$ cat config.mk
export PLATFORM = sky130hd
export DESIGN_NAME = cfg_ws
export DESIGN_NICKNAME = d
export VERILOG_FILES = /design/src/rtl/cfg_ws_pkg.sv /design/src/rtl/cfg_ws_decode.sv /design/src/rtl/cfg_ws.sv
export SDC_FILE = /design/constraint.sdc
export NUM_CORES = 1
export LEC_CHECK = 0
export BUFFER_PORTS_ARGS = -buffer_cell sky130_fd_sc_hd__buf_2
export CORE_MARGIN = 2
export CORE_UTILIZATION = 50
export CTS_BUF_LIST = sky130_fd_sc_hd__clkbuf_8
export DETAILED_ROUTE_END_ITERATION = 8
export PLACE_DENSITY = 0.76
export REMOVE_ABC_BUFFERS = 1
export SYNTH_ARGS = -nofsm -noshare
export SYNTH_HDL_FRONTEND = slang
export SYNTH_SLANG_ARGS = --single-unit
export TNS_END_PERCENT = 100
$ cat constraint.sdc
create_clock -name FCLK -period 5.7 [get_ports FCLK]
set_clock_uncertainty 0.15 [all_clocks]
set_input_delay 0.285 -clock FCLK [delete_from_list [all_inputs] [get_ports FCLK]]
set_output_delay 0.285 -clock FCLK [all_outputs]
set_load 0.02 [all_outputs]
$ cat src/rtl/cfg_ws_pkg.sv
// cfg_ws_pkg: shared wait-state FSM encoding, default region decode constants
// and region index names for the FSB wait-state generator.
package cfg_ws_pkg;

  typedef enum logic [1:0] {
    ST_IDLE  = 2'd0,
    ST_COUNT = 2'd1,
    ST_READY = 2'd2,
    ST_HOLD  = 2'd3
  } ws_state_e;

  localparam int RGN_RAM = 0;
  localparam int RGN_ROM = 1;
  localparam int RGN_IO  = 2;

  // Regions packed 2..0, one nibble per region, compared against A_FSB[23:20]
  localparam logic [11:0] DEF_REGION_VAL  = {4'h4, 4'h0, 4'h0};
  localparam logic [11:0] DEF_REGION_MASK = {4'hF, 4'hF, 4'hC};

  function automatic int idx_width(input int n);
    return (n > 1) ? $clog2(n) : 1;
  endfunction

endpackage

$ cat src/rtl/cfg_ws_decode.sv
// cfg_ws_decode: combinational priority decoder from A_FSB[23:20] to region
// index; lowest matching region wins, the last region is the fall-through.
module cfg_ws_decode
  import cfg_ws_pkg::*;
#(
  parameter int                   NREGION     = 3,
  parameter logic [NREGION*4-1:0] REGION_VAL  = DEF_REGION_VAL,
  parameter logic [NREGION*4-1:0] REGION_MASK = DEF_REGION_MASK,
  parameter int                   RW          = idx_width(NREGION)
) (
  input  logic [3:0]    i_addr,
  output logic [RW-1:0] o_region
);

  logic [NREGION-1:0] w_match;

  // Per-region masked compare
  always_comb begin
    w_match = '0;
    for (int r = 0; r < NREGION; r++) begin
      w_match[r] = ((i_addr & REGION_MASK[r*4 +: 4]) ==
                    (REGION_VAL[r*4 +: 4] & REGION_MASK[r*4 +: 4]));
    end
  end

  // Priority select; walking downwards lets the lowest hit overwrite higher ones
  always_comb begin
    o_region = RW'(NREGION - 1);
    for (int r = NREGION - 2; r >= 0; r--) begin
      o_region = w_match[r] ? RW'(r) : o_region;
    end
  end

endmodule

$ cat src/rtl/cfg_ws.sv
// cfg_ws: per-region programmable wait-state generator for FSB cycles; stretches
// each accepted cycle by the region's count and then pulses Ready once.
module cfg_ws
  import cfg_ws_pkg::*;
#(
  parameter int                   NREGION     = 3,
  parameter int                   WSW         = 4,
  parameter logic [NREGION*4-1:0] REGION_VAL  = DEF_REGION_VAL,
  parameter logic [NREGION*4-1:0] REGION_MASK = DEF_REGION_MASK
) (
  input  logic                           FCLK,
  input  logic                           Reset,
  input  logic [3:0]                     A_FSB,
  input  logic                           nAS_FSB,
  input  logic [NREGION*WSW-1:0]         StrapWS,
  input  logic                           CfgWr,
  input  logic [idx_width(NREGION)-1:0]  CfgRegion,
  input  logic [WSW-1:0]                 CfgData,
  output logic [NREGION-1:0]             WS,
  output logic                           Ready,
  output logic                           Busy
);

  localparam int RW = idx_width(NREGION);

  logic [WSW-1:0]     r_cfg [NREGION];
  ws_state_e          r_state;
  logic [WSW-1:0]     r_cnt;
  logic [NREGION-1:0] r_ws;
  logic               r_ready;
  logic               r_busy;

  logic [RW-1:0]      w_region;
  logic [WSW-1:0]     w_count;

  cfg_ws_decode #(
    .NREGION     (NREGION),
    .REGION_VAL  (REGION_VAL),
    .REGION_MASK (REGION_MASK),
    .RW          (RW)
  ) u_decode (
    .i_addr   (A_FSB),
    .o_region (w_region)
  );

  assign w_count = r_cfg[w_region];

  // Config registers: strap load during reset, out-of-range region writes drop out
  always_ff @(posedge FCLK) begin
    for (int r = 0; r < NREGION; r++) begin
      if (Reset) begin
        r_cfg[r] <= StrapWS[r*WSW +: WSW];
      end else if (CfgWr && (int'(CfgRegion) == r)) begin
        r_cfg[r] <= CfgData;
      end
    end
  end

  // Cycle FSM; the count is captured at acceptance so later config writes
  // never disturb a cycle already in flight
  always_ff @(posedge FCLK) begin
    if (Reset) begin
      r_state <= ST_IDLE;
      r_cnt   <= '0;
      r_ws    <= '0;
      r_ready <= 1'b0;
      r_busy  <= 1'b0;
    end else begin
      case (r_state)
        ST_IDLE: begin
          r_ready <= 1'b0;
          if (!nAS_FSB) begin
            r_busy <= 1'b1;
            if (w_count == '0) begin
              r_state <= ST_READY;
              r_ready <= 1'b1;
              r_ws    <= '0;
              r_cnt   <= '0;
            end else begin
              r_state <= ST_COUNT;
              r_cnt   <= w_count - WSW'(1);
              r_ws    <= NREGION'(1) << w_region;
            end
          end else begin
            r_busy <= 1'b0;
            r_ws   <= '0;
          end
        end
        ST_COUNT: begin
          if (nAS_FSB) begin
            r_state <= ST_IDLE;
            r_cnt   <= '0;
            r_ws    <= '0;
            r_busy  <= 1'b0;
          end else if (r_cnt == '0) begin
            r_state <= ST_READY;
            r_ws    <= '0;
            r_ready <= 1'b1;
          end else begin
            r_cnt <= r_cnt - WSW'(1);
          end
        end
        ST_READY: begin
          r_state <= ST_HOLD;
          r_ready <= 1'b0;
        end
        ST_HOLD: begin
          if (nAS_FSB) begin
            r_state <= ST_IDLE;
            r_busy  <= 1'b0;
          end
        end
        default: begin
          r_state <= ST_IDLE;
          r_cnt   <= '0;
          r_ws    <= '0;
          r_ready <= 1'b0;
          r_busy  <= 1'b0;
        end
      endcase
    end
  end

  assign WS    = r_ws;
  assign Ready = r_ready;
  assign Busy  = r_busy;

endmodule

==> results of run 1 <==
[cell families after synthesis]
kind of cell               count (synthesis)
muxes                                     11
and+or+nand+nor                           40
DFF                                       19
AOI/OAI and AO/OA                         34
adders and majority gates                  7
buffers and inverters                     15
[where the power goes]
group | internal, uW | switching (uW) | leakage, uW
combinational | 105 | 143 | 0.000364
clock | 48.0 | 46.4 | 0.0000269
sequential | 173 | 27.7 | 0.000169
[through the flow]
step | hold slack (ps) | power [uW] | util [%] | std cells
after floorplan | 204 | 388 | - | 121
after global routing | 176 | 585 | 61.9 | 177
after global placement | 328 | 439 | 59.9 | 173
after detailed placement | 330 | 449 | 59.9 | 173
final | 169 | 543 | 61.9 | 177
after CTS | 173 | 541 | 61.9 | 177
[metal layers]
metal	global-route usage, %	share of wire (%)
met5	0	0
met4	10.3	2.2
met3	3.67	4.7
met2	34.6	49
met1	25.8	44
[registers in the layout, indices dropped and copies added (netlist names)]
signal,flops
Ready,1
r_cnt,4
Busy,1
r_cfg,8
WS,3
r_state,2
[synth_stat cells (all sizes together) (2+ instances only)]
cell type and count:
nor2b 2, nand4b 2, nand2 3, nor3b 2, mux2 8, o21ai 5
a211o 2, nor2 13, edfxtp 8, ha 7, o211ai 3, o21bai 2
nor3 4, a221oi 2, clkbuf 5, nand3 2, or2 2, a21oi 2
a32oi 3, dfxtp 11, nand2b 6, inv 10, o31ai 3, mux2i 3
a31oi 2
[path summary, 6_finish.rpt]
kind               start     endpoint  slack (ps)  cells past startpoint
min          StrapWS[10]  r_cfg[2][2]         170                      2
min reg2reg        WS[1]        WS[1]         350                      1
max reg2reg   r_state[1]     r_cnt[1]        3680                      6
max           r_state[1]     r_cnt[1]        3680                      6
[worst max-delay path: cells and delay by family (launching register included)]
kind | cells | cell delay (ps)
adders and majority gates | 1 | 290
and+or+nand+nor | 1 | 220
buffers and inverters | 1 | 90
DFF | 1 | 410
muxes | 1 | 230
AOI/OAI and AO/OA | 2 | 510
[area by class of cell]
class / count / share of cell area, %
Inverter: 10 / 2.69
Clock inverter: 1 / 0.269
Tap cell: 28 / 2.51
Clock buffer: 3 / 2.96
Timing Repair Buffer: 24 / 8.60
Sequential cell: 19 / 33.0
Multi-Input combinational cell: 92 / 50.0
==> reports/results.ini, run 1 <==
[place]
io_buffers=24
hpwl_um=1910
place_congestion=0.793
post_dp_cell_area_um2=1350
pre_cts_slack_ps=3690

[grt]
grt_use_total_pct=20.9
antenna_found_initial=0
grt_pass1_wl_um=4270
overflow=0
grt_pass1_vias=972
grt_max_degree=18

[timing]
finalHoldViolations=0
relSlewSlack_pct=62.2
grt_setup_unrepaired=no
period_needed_ps=2020
final.setup.worst_slack_ps=3680
max_freq_mhz=495
fin_tns_setup_ps=0
period_share_pct=35.4
setup_violations=0
worst_pin_slew_ps=563
drv_slew=0

[final_layout]
area_growth_pct=14.9
final_cell_mix=24 x buf_2, 12 x nor2_1, 11 x dfxtp_1, 11 x inv_1
final_cell_area_um2=1400
final_common_cell=buf_2
nFillCells=214
drive_gt1_share_pct=27.5
multi_input_area_um2=698
diodes=0
ff_latch_area_um2=460
fin_nets=183

[worst_setup_path]
cp_slowest_cell=a221oi_2
cp_max_fo=9
arrival_ps=2010
cp-start-kind=register
path_cells=inv_1, ha_1, nor2b_1, a221oi_2, mux2i_1, a21oi_1
crit_path_end_kind=register
worstSetupPathType=reg -> reg
cp.required_ps=5690
cp_slowest_stage_delay_ps=430

[yosys]
synth_fa_ha_area_share_pct=7.21
synth_top_family_by_area=compound AO/OA/AOI/OAI gates
ys_types=44
synth_top_cell_area_share_pct=19.8
synthTopCellsByArea=edfxtp_1 20%, dfxtp_1 18%, mux2_2 7.4%, ha_1 7.2%, nor2_1 3.7%
synthXorXnorAreaFrac_pct=0
synth_cells=126
synth-simple-area-share_pct=19.1
async_reset_ff_share_pct=0
yosys_warnings=0
synth_edf_count=8
ys_seq_area_share_pct=37.9
synth-compound-area-share_pct=21.3
ys_ff_latch=19
synthFlopType=dfxtp_1
synth_top_area_cell=edfxtp_1
synth_mux_area_share_pct=9.89
synth_area_per_cell_um2=9.64
syn-cell-area_um2=1210

[cts]
hold_buffers=0
cts_buffers=3
cts_buffer_depth=2
post_cts_buffers=0
post_cts_resized=0
clock-sinks=19
cts_tree=yes
insertion_delay_ps=260
htree_levels=1
path_clk_slew_ps=70
cts_root_buf=clkbuf_8

[route]
drt-wirelength-per-cell_um=13.9
vias_per_cell=5.98
drtIter0Drc=20
ant_nets=0
vias=1058
drc_errors=0
dr.pass1.iters=5
wl_um=2470

[die]
die_area_um2=2840
initial_utilization_pct=53.9
rows=17
die_w_um=53.3
core_um2=2250
die_y_um=53.3
ios=31

[run]
max_cap_viol_count=0

[power]
ir_worst_vdd_v=0.000226
power_density_nw_per_um2=389
p_leak_uw=0.000560

[status]
outcome=finished, final reports clean

[min_path]
hold_class=in -> reg

No activity file was read; power rests on OpenSTA's default activity.
==> run 2, diff against run 1 <==
Settings changed: CORE_UTILIZATION 50 to 49, PLACE_DENSITY 0.76 to 0.78.
Clock period 5.7 ns to 1.7 ns, I/O delays scaled along.
==> reports/results.ini, run 2 (synthesis gave the netlist of run 1 again) <==
[timing]
period_share_pct=106  ; was 35.4%
grt_setup_unrepaired=yes  ; was no
final.setup.worst_slack_ps=-97.1  ; was 3680 ps
worst_pin_slew_ps=444  ; was 563 ps
max_freq_mhz=556  ; was 495 MHz
relSlewSlack_pct=70.4  ; was 62.2%
hold_ws_ps=10.5  ; was 169 ps
finalHoldViolations=0  ; unchanged
setup_violations=5  ; was 0
drv_slew=0  ; unchanged
period_needed_ps=1800  ; was 2020 ps

[worst_setup_path]
cp_max_fo=2  ; was 9
crit_path_end_kind=register  ; unchanged
cp_slowest_stage_delay_ps=440  ; was 430 ps
cp.required_ps=1730  ; was 5690 ps
cp-start-kind=register  ; unchanged
worstSetupPathType=reg -> reg  ; unchanged
r2r_end=Ready  ; was r_cnt[1]
cp_slowest_cell=or4_4  ; was a221oi_2
worst-path-buf-inv=0  ; was 1
arrival_ps=1830  ; was 2010 ps
reg2reg_depth=4  ; was 6
reg2reg_slack_ps=-100  ; was 3680 ps
r2r-start=r_cfg[2][1]  ; was r_state[1]
path_delay_family=simple AND/OR/NAND/NOR gates  ; was compound AO/OA/AOI/OAI gates
path_cells=or2_1, or4_4, a211o_1, a311oi_1  ; was inv_1, ha_1, nor2b_1, a221oi_2, mux2i_1, a21oi_1

[grt]
overflow=0  ; unchanged
antenna_found_initial=0  ; unchanged
grt_use_met1_pct=28.1  ; was 25.8%
met2_usage_pct=47.4  ; was 34.6%
grt_max_degree=18  ; unchanged
grt_pass1_vias=1246  ; was 972
grt_busiest_layer=met2  ; unchanged
grt_use_total_pct=26.3  ; was 20.9%
grt_pass1_wl_um=5380  ; was 4270 um
met3_usage_pct=5.28  ; was 3.67%

[cts]
path_clk_slew_ps=80  ; was 70 ps
cts_tree=yes  ; unchanged
cts_root_buf=clkbuf_8  ; unchanged
clock-sinks=19  ; unchanged
htree_levels=1  ; unchanged
cts_buffers=3  ; unchanged
insertion_delay_ps=260  ; about the same
cts_buffer_depth=2  ; unchanged

[min_path]
whs_path_depth=2  ; unchanged
hold_class=in -> reg  ; unchanged
whs_endpoint=r_cfg[2][2]  ; unchanged
hold_start=CfgData[2]  ; was StrapWS[10]

[final_layout]
largest-register=r_cfg  ; unchanged
final_cell_mix=24 x buf_2, 24 x buf_4, 11 x nor2_1, 9 x dlygate4sd3_1  ; was 24 x buf_2, 12 x nor2_1, 11 x dfxtp_1, 11 x inv_1
area_growth_pct=47.7  ; was 14.9%
drive_gt1_share_pct=48.1  ; was 27.5%
fin_nets=219  ; was 183
diodes=0  ; unchanged
largest_reg_flops=8  ; unchanged
final_cell_area_um2=1790  ; was 1400 um2

[status]
violations=negative setup slack
outcome=finished, violations left  ; was finished, final reports clean

[route]
vias_per_cell=5.80  ; was 5.98
drt-wirelength-per-cell_um=15.8  ; was 13.9 um
ant_nets=0  ; unchanged
drtIter0Drc=40  ; was 20
vias=1246  ; was 1058
dr.pass1.iters=4  ; was 5
drc_errors=0  ; unchanged
wl_um=3400  ; was 2470 um

[die]
die_w_um=53.8  ; was 53.3 um
die_area_um2=2890  ; was 2840 um2
ios=31  ; unchanged
core_um2=2410  ; was 2250 um2
rows=18  ; was 17
initial_utilization_pct=50.4  ; was 53.9%
die_y_um=53.8  ; was 53.3 um

[power]
p_leak_uw=0.000749  ; was 0.000560 uW
total_power_uw=2370  ; was 543 uW
power_density_nw_per_um2=1320  ; was 389 nW/um2
ir_worst_vdd_v=0.000882  ; was 0.000226 V

[place]
place_congestion=0.861  ; was 0.793
io_buffers=24  ; unchanged
hpwl_um=2180  ; was 1910 um
post_dp_cell_area_um2=1520  ; was 1350 um2

[run]
max_cap_viol_count=0  ; unchanged

[run 2: cell type report]
type	count	area (um2)
Sequential cell	19	465
Multi-Input combinational cell	92	783
Timing Repair Buffer	60	424
Clock inverter	1	5.00
Fill cell	168	616
Clock buffer	3	41.3
Tap cell	30	37.5
Inverter	10	37.5
[run 2: per-layer routing]
metal	part of all wire (%)	vias up
met2	53	51
li1	-	594
met5	0	-
met3	5.6	10
met1	38	591
met4	3.5	0
[run 2: timing repair]
action,CTS,global route
hold buffers,10,0
endpoints found under the hold margin,8,0
endpoints found under the setup margin,8,11
buffers inserted,4,1
pin swaps,9,7
resized for setup,7,22
[run 2: through the flow]
stage	cells	setup TNS [ps]	setup WS (ps)	utilization, %
3_5_place_dp	197	-574	-165	63.0
6_report	215	-262	-97.1	74.5
2_1_floorplan	121	-301	-167	-
5_1_grt	215	-455	-148	74.5
4_1_cts	215	-125	-57.9	71.7
3_3_place_gp	197	-222	-77.2	63.0
[run 2: worst reg2reg max path, delay by kind of cell (launching register included)]
kind | cells | cell delay [ps]
compound gates | 2 | 470
flops | 1 | 400
simple gates | 2 | 700
[run 2: power breakdown]
part	switching [uW]	internal (uW)
clock network	168	164
logic	654	707
registers	84.4	589
[run 2: worst max-delay path by stage]
stage / from / endpoint / slack, ps / depth (start not counted)
after global routing: r_cfg[2][1] / Ready / -150 / 4
after global placement: r_cfg[2][0] / Ready / -80 / 4
after detailed placement: r_cnt[0] / r_state[0] / -160 / 6
final: r_cfg[2][1] / Ready / -100 / 4
after floorplan: r_cfg[2][0] / Ready / -170 / 4
after CTS: r_cfg[2][1] / Ready / -60 / 4
==> run 3, diff against run 2 <==
Settings changed: ABC_AREA from default to 1, PLACE_DENSITY 0.78 to 0.77.
==> reports/results.ini, run 3 <==
[timing]
relSlewSlack_pct=82.1  ; was 70.4%
worst_pin_slew_ps=268  ; was 444 ps
drv_slew=0  ; unchanged
period_share_pct=94.3  ; was 106%
finalHoldViolations=0  ; unchanged
final.setup.worst_slack_ps=97.0  ; was -97.1 ps
setup_violations=0  ; was 5
max_freq_mhz=624  ; was 556 MHz
period_needed_ps=1600  ; was 1800 ps

[power]
ir_worst_vdd_v=0.000868  ; was 0.000882 V
power_density_nw_per_um2=1260  ; was 1320 nW/um2
p_leak_uw=0.000825  ; was 0.000749 uW

[min_path]
whs_endpoint=r_cfg[0][3]  ; was r_cfg[2][2]
hold_start=StrapWS[3]  ; was CfgData[2]
whs_path_depth=3  ; was 2
hold_class=in -> reg  ; unchanged

[yosys]
ys_ff_latch=19  ; unchanged
yosysMostFrequentCell=nand2_1  ; was nor2_1
syn-cell-area_um2=1240  ; was 1210 um2
synth_edf_count=8  ; unchanged
synth_area_per_cell_um2=7.07  ; was 9.64 um2
synthFlopType=dfxtp_1  ; unchanged
async_reset_ff_share_pct=0  ; unchanged
ys_seq_area_share_pct=37.0  ; was 37.9%
synth_top_cell_area_share_pct=19.3  ; was 19.8%
synth_cells=176  ; was 126
ys_types=20  ; was 44
synth_top_area_cell=edfxtp_1  ; unchanged
synth_common_cells=48 x nand2_1, 28 x inv_1, 16 x o21ai_0, 12 x nand3_1  ; was 12 x nor2_1, 11 x dfxtp_1, 10 x inv_1, 8 x edfxtp_1, 8 x mux2_2
yosys_warnings=0  ; unchanged
synthTopCellsByArea=edfxtp_1 19%, dfxtp_1 18%, nand2_1 14%, inv_1 8.4%, ha_1 7.0%  ; was edfxtp_1 20%, dfxtp_1 18%, mux2_2 7.4%, ha_1 7.2%, nor2_1 3.7%

[route]
vias_per_cell=5.16  ; was 5.80
dr.pass1.iters=4  ; unchanged
drtIter0Drc=22  ; was 40
vias=1270  ; was 1246
wl_um=2940  ; was 3400 um
ant_nets=0  ; unchanged
drc_errors=0  ; unchanged
drt-wirelength-per-cell_um=12.0  ; was 15.8 um

[final_layout]
largest_reg_flops=8  ; unchanged
fin_nets=250  ; was 219
area_growth_pct=27.2  ; was 47.7%
largest-register=r_cfg  ; unchanged
final_cell_mix=48 x nand2_1, 28 x inv_1, 24 x buf_2, 15 x o21ai_0  ; was 24 x buf_2, 24 x buf_4, 11 x nor2_1, 9 x dlygate4sd3_1
drive_gt1_share_pct=25.0  ; was 48.1%
final_cell_area_um2=1580  ; was 1790 um2
final_common_cell=nand2_1
diodes=0  ; unchanged
final_util_pct=65.1  ; was 74.5%

[cts]
insertion_delay_ps=260  ; about the same
htree_levels=1  ; unchanged
cts_buffers=3  ; unchanged
path_clk_slew_ps=70  ; was 80 ps
cts_tree=yes  ; unchanged
clock-sinks=19  ; unchanged
cts_root_buf=clkbuf_8  ; unchanged
cts_buffer_depth=2  ; unchanged

[worst_setup_path]
reg2reg_depth=9  ; was 4
cp-start-kind=register  ; unchanged
cp.required_ps=1710  ; was 1730 ps
r2r-start=r_state[1]  ; was r_cfg[2][1]
arrival_ps=1610  ; was 1830 ps
reg2reg_slack_ps=100  ; was -100 ps
r2r_end=r_state[1]  ; was Ready
crit_path_end_kind=register  ; unchanged
worstSetupPathType=reg -> reg  ; unchanged
cp_max_fo=5  ; was 2

[run]
max_cap_viol_count=0  ; unchanged

[die]
die_y_um=54.4  ; was 53.8 um
die_w_um=54.4  ; was 53.8 um
ios=31  ; unchanged
die_area_um2=2960  ; was 2890 um2
core_um2=2430  ; was 2410 um2
initial_utilization_pct=51.2  ; was 50.4%
rows=18  ; unchanged

[place]
io_buffers=24  ; unchanged
place_congestion=0.877  ; was 0.861
hpwl_um=2150  ; was 2180 um
pre_cts_slack_ps=73.8  ; was -165 ps
post_dp_cell_area_um2=1420  ; was 1520 um2

[grt]
overflow=0  ; unchanged
antenna_found_initial=0  ; unchanged
grt_pass1_vias=1158  ; was 1246
grt_pass1_wl_um=4530  ; was 5380 um
grt_use_total_pct=21.5  ; was 26.3%
grt_max_degree=12  ; was 18

[status]
outcome=finished, final reports clean  ; was finished, violations left

run 3: cell families (layout without fill, tap and decap cells):
family	after synthesis	after routing	share of synthesized area (%)
buffers and inverters	32	72	9.75
and+or+nand+nor	88	88	33.2
AOI/OAI and AO/OA	30	30	13.1
DFF	19	19	37.0
adders and majority gates	7	7	7.03
run 3: worst max path at each step:
stage	from	endpoint	slack [ps]
after global routing	r_state[1]	r_state[0]	-3
after floorplan	r_state[1]	r_cnt[2]	200
after detailed placement	r_state[1]	r_state[0]	70
after CTS	r_state[1]	r_state[0]	40
after global placement	r_state[1]	r_state[0]	140
final	r_state[1]	r_state[1]	100
run 3: layout make-up:
type,instances,area [um2]
Fill cell,210,848
Multi-Input combinational cell,125,683
Inverter,31,116
Tap cell,30,37.5
Timing Repair Buffer,37,238
Clock inverter,1,5.00
Sequential cell,19,463
Clock buffer,3,41.3
run 3: routing by layer:
layer  up-vias  wire [um]  track usage [%]
met5         -          0                0
met4         0         80             7.50
met3        15        126             4.92
met2        44       1530             42.6
met1       568       1200             21.5
li1        643          -                -
run 3: power by group:
part           total, uW  leakage (uW)  internal [uW]  switching [uW]
sequential           670      0.000170            591            78.2
combinational       1010      0.000630            389             623
clock                315     0.0000255            163             152
total               2000      0.000825           1140             853
run 3: through the flow:
step | TNS, ps | hold slack [ps] | instances | power [uW]
global route | -2.54 | 12.4 | 246 | 2160
global placement | 0 | 160 | 232 | 1540
finish | 0 | 1.73 | 246 | 2000
CTS | 0 | 5.82 | 244 | 1910
floorplan | 0 | 4.07 | 175 | 1330
detailed placement | 0 | 177 | 232 | 1580
run 3: critical path: stages (launching register included):
cell     delay, ps
dfxtp_2        360
inv_1          100
ha_4           180
inv_1          120
nor2_4          70
buf_4          130
o21ai_0        190
nand3_1        110
nand2_1         70
inv_1           40
run 3: what timing repair did:
action | in CTS | in global routing
endpoints found under the hold margin | 10 | 0
resized for setup | 0 | 7
buffers inserted | 0 | 2
hold buffers | 8 | 0
setup endpoints to repair | 0 | 7
